**src/rtl/alu_multicycle_if.sv**
```systemverilog
// ============================================================================
// alu_multicycle_if : command/result handshake bundle for alu_multicycle
// Rev 1.0
// ============================================================================
`default_nettype none

interface alu_multicycle_if #(
  parameter int WIDTH   = 32,
  parameter int CMD_LEN = 4
);
  logic               in_valid;
  logic               in_ready;
  logic [CMD_LEN-1:0] alu_cmd;
  logic [WIDTH-1:0]   alu_in1;
  logic [WIDTH-1:0]   alu_in2;
  logic               set_flags;
  logic               cin;
  logic               out_valid;
  logic               out_ready;
  logic [WIDTH-1:0]   alu_out;
  logic [3:0]         status_reg;
  logic               busy;

  modport master (
    output in_valid, alu_cmd, alu_in1, alu_in2, set_flags, cin, out_ready,
    input  in_ready, out_valid, alu_out, status_reg, busy
  );

  modport slave (
    input  in_valid, alu_cmd, alu_in1, alu_in2, set_flags, cin, out_ready,
    output in_ready, out_valid, alu_out, status_reg, busy
  );
endinterface

`default_nettype wire

```
**src/rtl/alu_multicycle.sv**
```systemverilog
// ============================================================================
// alu_multicycle : execute-stage ALU, registered result, iterative shift-add MUL
// Rev 1.0
// ============================================================================
`default_nettype none

module alu_multicycle #(
  parameter int WIDTH   = 32,
  parameter int CMD_LEN = 4
) (
  input wire logic          clk,
  input wire logic          rst,
  alu_multicycle_if.slave   bus
);
  localparam int CNT_W = $clog2(WIDTH);
  localparam int MSB   = WIDTH - 1;

  localparam logic [CMD_LEN-1:0] OP_MOV  = CMD_LEN'(4'h1);
  localparam logic [CMD_LEN-1:0] OP_ADD  = CMD_LEN'(4'h2);
  localparam logic [CMD_LEN-1:0] OP_ADC  = CMD_LEN'(4'h3);
  localparam logic [CMD_LEN-1:0] OP_SUB  = CMD_LEN'(4'h4);
  localparam logic [CMD_LEN-1:0] OP_SBC  = CMD_LEN'(4'h5);
  localparam logic [CMD_LEN-1:0] OP_AND  = CMD_LEN'(4'h6);
  localparam logic [CMD_LEN-1:0] OP_ORR  = CMD_LEN'(4'h7);
  localparam logic [CMD_LEN-1:0] OP_EOR  = CMD_LEN'(4'h8);
  localparam logic [CMD_LEN-1:0] OP_MVN  = CMD_LEN'(4'h9);
  localparam logic [CMD_LEN-1:0] OP_MUL  = CMD_LEN'(4'hA);
  localparam logic [CMD_LEN-1:0] OP_ADDR = CMD_LEN'(4'hB);

  typedef enum logic [1:0] {
    S_IDLE = 2'd0,
    S_MUL  = 2'd1,
    S_DONE = 2'd2
  } state_t;

  state_t             state_q, state_d;
  logic [CNT_W-1:0]   cnt_q, cnt_d;
  logic [WIDTH-1:0]   acc_q, acc_d;
  logic [WIDTH-1:0]   mul_a_q, mul_a_d;
  logic [WIDTH-1:0]   mul_b_q, mul_b_d;
  logic               mul_sf_q, mul_sf_d;
  logic               out_valid_q, out_valid_d;
  logic [WIDTH-1:0]   alu_out_q, alu_out_d;
  logic [3:0]         status_q, status_d;

  logic [WIDTH-1:0]   op_a, op_b;
  logic [WIDTH:0]     add_sum, sub_sum;
  logic [WIDTH-1:0]   op_res;
  logic               op_c, op_v, op_wr;
  logic               in_ready_w, accept_w;

  assign op_a = bus.alu_in1;
  assign op_b = bus.alu_in2;

  // Single-cycle datapath; status packing is {Z,C,N,V}.
  always_comb begin
    add_sum = {1'b0, op_a} + {1'b0, op_b}
            + (WIDTH+1)'(bus.alu_cmd == OP_ADC && bus.cin);
    // Subtract as A + ~B + carry: carry is 1 for SUB, cin for SBC.
    sub_sum = {1'b0, op_a} + {1'b0, ~op_b}
            + (WIDTH+1)'(bus.alu_cmd == OP_SUB || (bus.alu_cmd == OP_SBC && bus.cin));
    op_res  = '0;
    op_c    = status_q[2];
    op_v    = status_q[0];
    op_wr   = 1'b1;
    case (bus.alu_cmd)
      OP_MOV: op_res = op_b;
      OP_MVN: op_res = ~op_b;
      OP_ADD, OP_ADC: begin
        op_res = add_sum[WIDTH-1:0];
        op_c   = add_sum[WIDTH];
        op_v   = (op_a[MSB] == op_b[MSB]) && (op_res[MSB] != op_a[MSB]);
      end
      OP_SUB, OP_SBC: begin
        op_res = sub_sum[WIDTH-1:0];
        op_c   = sub_sum[WIDTH];
        op_v   = (op_a[MSB] != op_b[MSB]) && (op_res[MSB] != op_a[MSB]);
      end
      OP_AND:  op_res = op_a & op_b;
      OP_ORR:  op_res = op_a | op_b;
      OP_EOR:  op_res = op_a ^ op_b;
      OP_ADDR: begin
        op_res = add_sum[WIDTH-1:0];
        op_wr  = 1'b0;
      end
      default: op_wr = 1'b0;
    endcase
  end

  assign in_ready_w = (state_q == S_IDLE) && (!out_valid_q || bus.out_ready);
  assign accept_w   = bus.in_valid && in_ready_w;

  always_comb begin
    state_d     = state_q;
    cnt_d       = cnt_q;
    acc_d       = acc_q;
    mul_a_d     = mul_a_q;
    mul_b_d     = mul_b_q;
    mul_sf_d    = mul_sf_q;
    out_valid_d = out_valid_q;
    alu_out_d   = alu_out_q;
    status_d    = status_q;

    if (out_valid_q && bus.out_ready) begin
      out_valid_d = 1'b0;
    end

    case (state_q)
      S_IDLE: begin
        if (accept_w) begin
          if (bus.alu_cmd == OP_MUL) begin
            state_d  = S_MUL;
            mul_a_d  = op_a;
            mul_b_d  = op_b;
            mul_sf_d = bus.set_flags;
            acc_d    = '0;
            cnt_d    = '0;
          end else begin
            alu_out_d   = op_res;
            out_valid_d = 1'b1;
            if (bus.set_flags && op_wr) begin
              status_d = {op_res == '0, op_c, op_res[MSB], op_v};
            end
          end
        end
      end
      S_MUL: begin
        if (mul_b_q[cnt_q]) begin
          acc_d = acc_q + (mul_a_q << cnt_q);
        end
        cnt_d = cnt_q + 1'b1;
        if (cnt_q == CNT_W'(WIDTH - 1)) begin
          state_d = S_DONE;
          cnt_d   = '0;
        end
      end
      S_DONE: begin
        alu_out_d   = acc_q;
        out_valid_d = 1'b1;
        if (mul_sf_q) begin
          status_d = {acc_q == '0, status_q[2], acc_q[MSB], status_q[0]};
        end
        state_d = S_IDLE;
      end
      default: state_d = S_IDLE;
    endcase
  end

  always_ff @(posedge clk or posedge rst) begin
    if (rst) begin
      state_q     <= S_IDLE;
      cnt_q       <= '0;
      acc_q       <= '0;
      mul_a_q     <= '0;
      mul_b_q     <= '0;
      mul_sf_q    <= 1'b0;
      out_valid_q <= 1'b0;
      alu_out_q   <= '0;
      status_q    <= 4'b0000;
    end else begin
      state_q     <= state_d;
      cnt_q       <= cnt_d;
      acc_q       <= acc_d;
      mul_a_q     <= mul_a_d;
      mul_b_q     <= mul_b_d;
      mul_sf_q    <= mul_sf_d;
      out_valid_q <= out_valid_d;
      alu_out_q   <= alu_out_d;
      status_q    <= status_d;
    end
  end

  assign bus.in_ready   = in_ready_w;
  assign bus.out_valid  = out_valid_q;
  assign bus.alu_out    = alu_out_q;
  assign bus.status_reg = status_q;
  assign bus.busy       = (state_q == S_MUL);

endmodule

`default_nettype wire

```
**src/flat_wrapper.sv**
```systemverilog
// flat-port wrapper written by rule: the top's interface ports become plain ports
module alu_multicycle_flat 
#(
  parameter int WIDTH   = 32,
  parameter int CMD_LEN = 4
)
  (clk, rst, bus_in_valid, bus_alu_cmd, bus_alu_in1, bus_alu_in2, bus_set_flags, bus_cin, bus_out_ready, bus_in_ready, bus_out_valid, bus_alu_out, bus_status_reg, bus_busy);
  alu_multicycle_if #(.WIDTH(WIDTH), .CMD_LEN(CMD_LEN)) bus_i ();
  input wire logic clk;
  input wire logic rst;
  input wire logic [$bits(bus_i.in_valid)-1:0] bus_in_valid;
  input wire logic [$bits(bus_i.alu_cmd)-1:0] bus_alu_cmd;
  input wire logic [$bits(bus_i.alu_in1)-1:0] bus_alu_in1;
  input wire logic [$bits(bus_i.alu_in2)-1:0] bus_alu_in2;
  input wire logic [$bits(bus_i.set_flags)-1:0] bus_set_flags;
  input wire logic [$bits(bus_i.cin)-1:0] bus_cin;
  input wire logic [$bits(bus_i.out_ready)-1:0] bus_out_ready;
  output wire logic [$bits(bus_i.in_ready)-1:0] bus_in_ready;
  output wire logic [$bits(bus_i.out_valid)-1:0] bus_out_valid;
  output wire logic [$bits(bus_i.alu_out)-1:0] bus_alu_out;
  output wire logic [$bits(bus_i.status_reg)-1:0] bus_status_reg;
  output wire logic [$bits(bus_i.busy)-1:0] bus_busy;
  assign bus_i.in_valid = bus_in_valid;
  assign bus_i.alu_cmd = bus_alu_cmd;
  assign bus_i.alu_in1 = bus_alu_in1;
  assign bus_i.alu_in2 = bus_alu_in2;
  assign bus_i.set_flags = bus_set_flags;
  assign bus_i.cin = bus_cin;
  assign bus_i.out_ready = bus_out_ready;
  assign bus_in_ready = bus_i.in_ready;
  assign bus_out_valid = bus_i.out_valid;
  assign bus_alu_out = bus_i.alu_out;
  assign bus_status_reg = bus_i.status_reg;
  assign bus_busy = bus_i.busy;
  alu_multicycle #(.WIDTH(WIDTH), .CMD_LEN(CMD_LEN)) u_core (.clk(clk), .rst(rst), .bus(bus_i));
endmodule
```
**config.mk**
```make
export PLATFORM = sky130hd
export DESIGN_NAME = alu_multicycle_flat
export DESIGN_NICKNAME = d
export VERILOG_FILES = /design/src/rtl/alu_multicycle_if.sv /design/src/rtl/alu_multicycle.sv /design/src/flat_wrapper.sv
export SDC_FILE = /design/constraint.sdc
export NUM_CORES = 1
export LEC_CHECK = 0
export ABC_CLOCK_PERIOD_IN_PS = 12500
export CAP_MARGIN = 20
export CORE_UTILIZATION = 55
export CTS_CLUSTER_DIAMETER = 200
export DETAILED_ROUTE_END_ITERATION = 16
export GPL_TIMING_DRIVEN = 1
export HOLD_SLACK_MARGIN = 0.06
export PLACE_DENSITY = 0.74
export SYNTH_ARGS = -nofsm -noshare
export SYNTH_HDL_FRONTEND = slang
export SYNTH_SLANG_ARGS = --single-unit
```
**constraint.sdc**
```tcl
create_clock -name clk -period 12.5 [get_ports clk]
set_input_delay 1.25 -clock clk [delete_from_list [all_inputs] [get_ports clk]]
set_output_delay 1.25 -clock clk [all_outputs]
set_load 0.01 [all_outputs]
```
==> flow_summary_export.csv <==
group,metric,value,unit
place,placed_cell_area,0.0159,mm2
worst_setup_path,crit_required,12.87,ns
routing,firstDrtPassIters,6,
routing,drt_iter0_markers,1670,
synthesis,yosysTopAreaCellShare,24.0,%
cells_and_area,layout.nets,2113,
place,hpwlAfterDp,40800,um
cts,cts_made_buffers,17,
routing,ant_nets,0,
routing,avgViaCountPerCell,6.66,
synthesis,synth_edf_count,0,
timing,finalSetupViolations,0,
worst_setup_path,cp.arrival,6.35,ns
cts,clock_latency,0.45,ns
cells_and_area,final.fill_count,2344,
power_and_ir_drop,leakagePower,7.36,nW
cts,clockBufferDepth,2,
synthesis,synth_area_per_cell,7.85,um2
synthesis,synth_top_cell_by_area,"dfrtp_1",
cts,ctsResizeCount,0,
timing,fin_crit_sh,47.9,%
synthesis,synthArstFlopShare,100,%
cts,cts_root_buffer,"clkbuf_16",
timing,final-hold-violation-count,0,
global_routing,met2_usage,62.1,%
place,dp_cells,2220,
global_routing,busiest_layer,"met2",
global_routing,gr-usage-met1,51.8,%
routing,vias,15000,
floorplan,start_util,56.2,%
worst_setup_path,path_class,"input pin to register",
cts,holdBufCountCts,0,
worst_setup_path,crit_path_end_kind,"register",
global_routing,grt_pass1_wl,80700,um
synthesis,synth_top_cells_by_area,"dfrtp_1, ha_1, o21ai_0",
worst_setup_path,start_kind,"input pin",
timing,slew_viol_final,0,
place,place_congestion,0.989,
synthesis,syn_area,0.0147,mm2
cts,cts.sinks,141,
floorplan,die_h,165,um
power_and_ir_drop,total_power,0.00320,W
global_routing,grt_start_max_net_pins,90,
cts,htreeDepth,4,
synthesis,ys_ff_latch,141,
global_routing,grt_overflow_total,0,
outcome,status,"completed",
global_routing,met3_usage,7.59,%
synthesis,synth.distinct_cells,94,
synthesis,synth_fp_nets,2078,
cells_and_area,drive_gt1_share,7.19,%
floorplan,ios,113,
worst_setup_path,reg2reg_depth,18,
worst_setup_path,worst-path-max-fanout,38,
cells_and_area,post-route-cell-area,0.0166,mm2
cells_and_area,regArea,0.00353,mm2
floorplan,core_area,0.0261,mm2
cells_and_area,stdcell_count,2255,
floorplan,rows,59,
synthesis,yosys_warnings,0,
cells_and_area,final_cell_mix,"nand2_1, o21ai_0, dfrtp_1",
power_and_ir_drop,power.density,193,mW/mm2
routing,route.detailed.drc,0,
timing,max_freq,0.167,GHz
synthesis,ys.flop_type,"dfrtp_1",
floorplan,die-width,165,um
synthesis,yosysSeqAreaShare,24.0,%
min_path,min_path_cells,2,
timing,rsz0062_at_grt,"false",
power_and_ir_drop,worst_ir_drop_vdd,0.0985,mV
place,io_buffers,112,
timing,setup_tns,0,ns
synthesis,netlist_instances,1871,
cts,clk_pin_slew,0.07,ns
min_path,holdCritPathClass,"register to register",
timing,fin_crit,5.98,ns
cells_and_area,area_delta_synth_final,12.9,%
floorplan,die_area,0.0274,mm2
routing,wl,53700,um
cts,cts_tree,"done",
global_routing,grtUsageTotal,39.4,%
global_routing,first_global_vias,13800,
cells_and_area,multi_input_area,0.0102,mm2
cts,post_cts.repair.setup_buffers,0,
global_routing,antenna_found_initial,4,
run,max_cap_viol_count,0,
cells_and_area,final_common_cell,"nand2_1",
timing,max_slew_margin,31.9,%
timing,fin_worst_skew,0.0203,ns
timing,worst_pin_slew,1.02,ns
routing,wl_per_cell,23.8,um
==> synth_stat cells (all sizes together) (33+ instances only) <==
cell type and count:
o21ai 202, nor2 131, buf 41, a21o 33, nand2 229, ha 128, a22oi 36, dfrtp 141
inv 124, clkbuf 79, a211oi 33, mux2i 40, a21oi 135
==> worst max-delay path, stage by stage <==
cell             delay (ns)
clkdlybuf4s50_1        0.45
buf_4                  0.26
nor3b_2                0.21
buf_4                  0.44
o21ai_0                0.22
fa_1                   0.45
fa_1                   0.44
nor2_1                 0.13
o311a_1                0.29
o211a_1                0.25
a311oi_1               0.19
o21ai_0                0.47
o21ai_0                0.19
o311ai_0               0.20
mux2i_1                0.22
a2111oi_2              0.35
nand4_1                0.16
o21ai_1                0.16
==> power breakdown <==
group | internal (W) | switching [W]
logic | 0.000789 | 0.00109
registers | 0.000594 | 0.000188
clock network | 0.000285 | 0.000251
==> cells by family (layout without fill, tap and decap cells) <==
kind of cell	after synthesis	in the layout	synth area share, %
muxes	75	75	7.02
buffers and inverters	245	293	6.60
other	0	1	0
xor gates and xnor gates	34	34	2.03
DFF	141	141	24.0
adders and majority gates	133	133	11.6
and+or+nand+nor	580	580	18.8
AOI/OAI and AO/OA	663	663	29.9
==> layout make-up <==
type / instances / area share, %
sequential: 141 / 21.3
antenna: 1 / 0.0151
tap: 335 / 2.53
inverter: 125 / 2.86
timing repair buffer: 136 / 8.09
clock buffer: 17 / 2.56
clock inverter: 15 / 1.01
multi-input combinational: 1485 / 61.7
==> per-layer routing <==
metal	wire [um]	part of all wire (%)
met3	4430	8.3
met1	22500	42
met2	24300	45
met5	26	0.048
met4	2460	4.6
==> worst paths after layout <==
kind,startpoint,to,slack (ns)
worst min-delay path,u_core.mul_b_q[5],u_core.mul_b_q[5],0.48
worst max register to register,u_core.cnt_q[0],u_core.acc_q[31],6.82
worst min register to register,u_core.mul_b_q[5],u_core.mul_b_q[5],0.48
worst max-delay path,bus_alu_cmd[2],u_core.bus.status_reg[3],6.52
max in group asynchronous,rst,u_core.bus.alu_out[12],9.90
min in group asynchronous,rst,u_core.mul_b_q[7],1.29
==> per-stage QoR <==
| stage | util [%] | setup WS (ns) | hold WS [ns] |
|---|---|---|---|
| 4_1_cts | 63.3 | 6.62 | 0.485 |
| 3_3_place_gp | 61.0 | 6.38 | 0.456 |
| 5_1_grt | 63.5 | 6.35 | 0.490 |
| 2_1_floorplan | - | 6.83 | 0.445 |
| 6_report | 63.5 | 6.52 | 0.483 |
| 3_5_place_dp | 61.0 | 6.24 | 0.469 |
(Power assumes the default switching activity.)
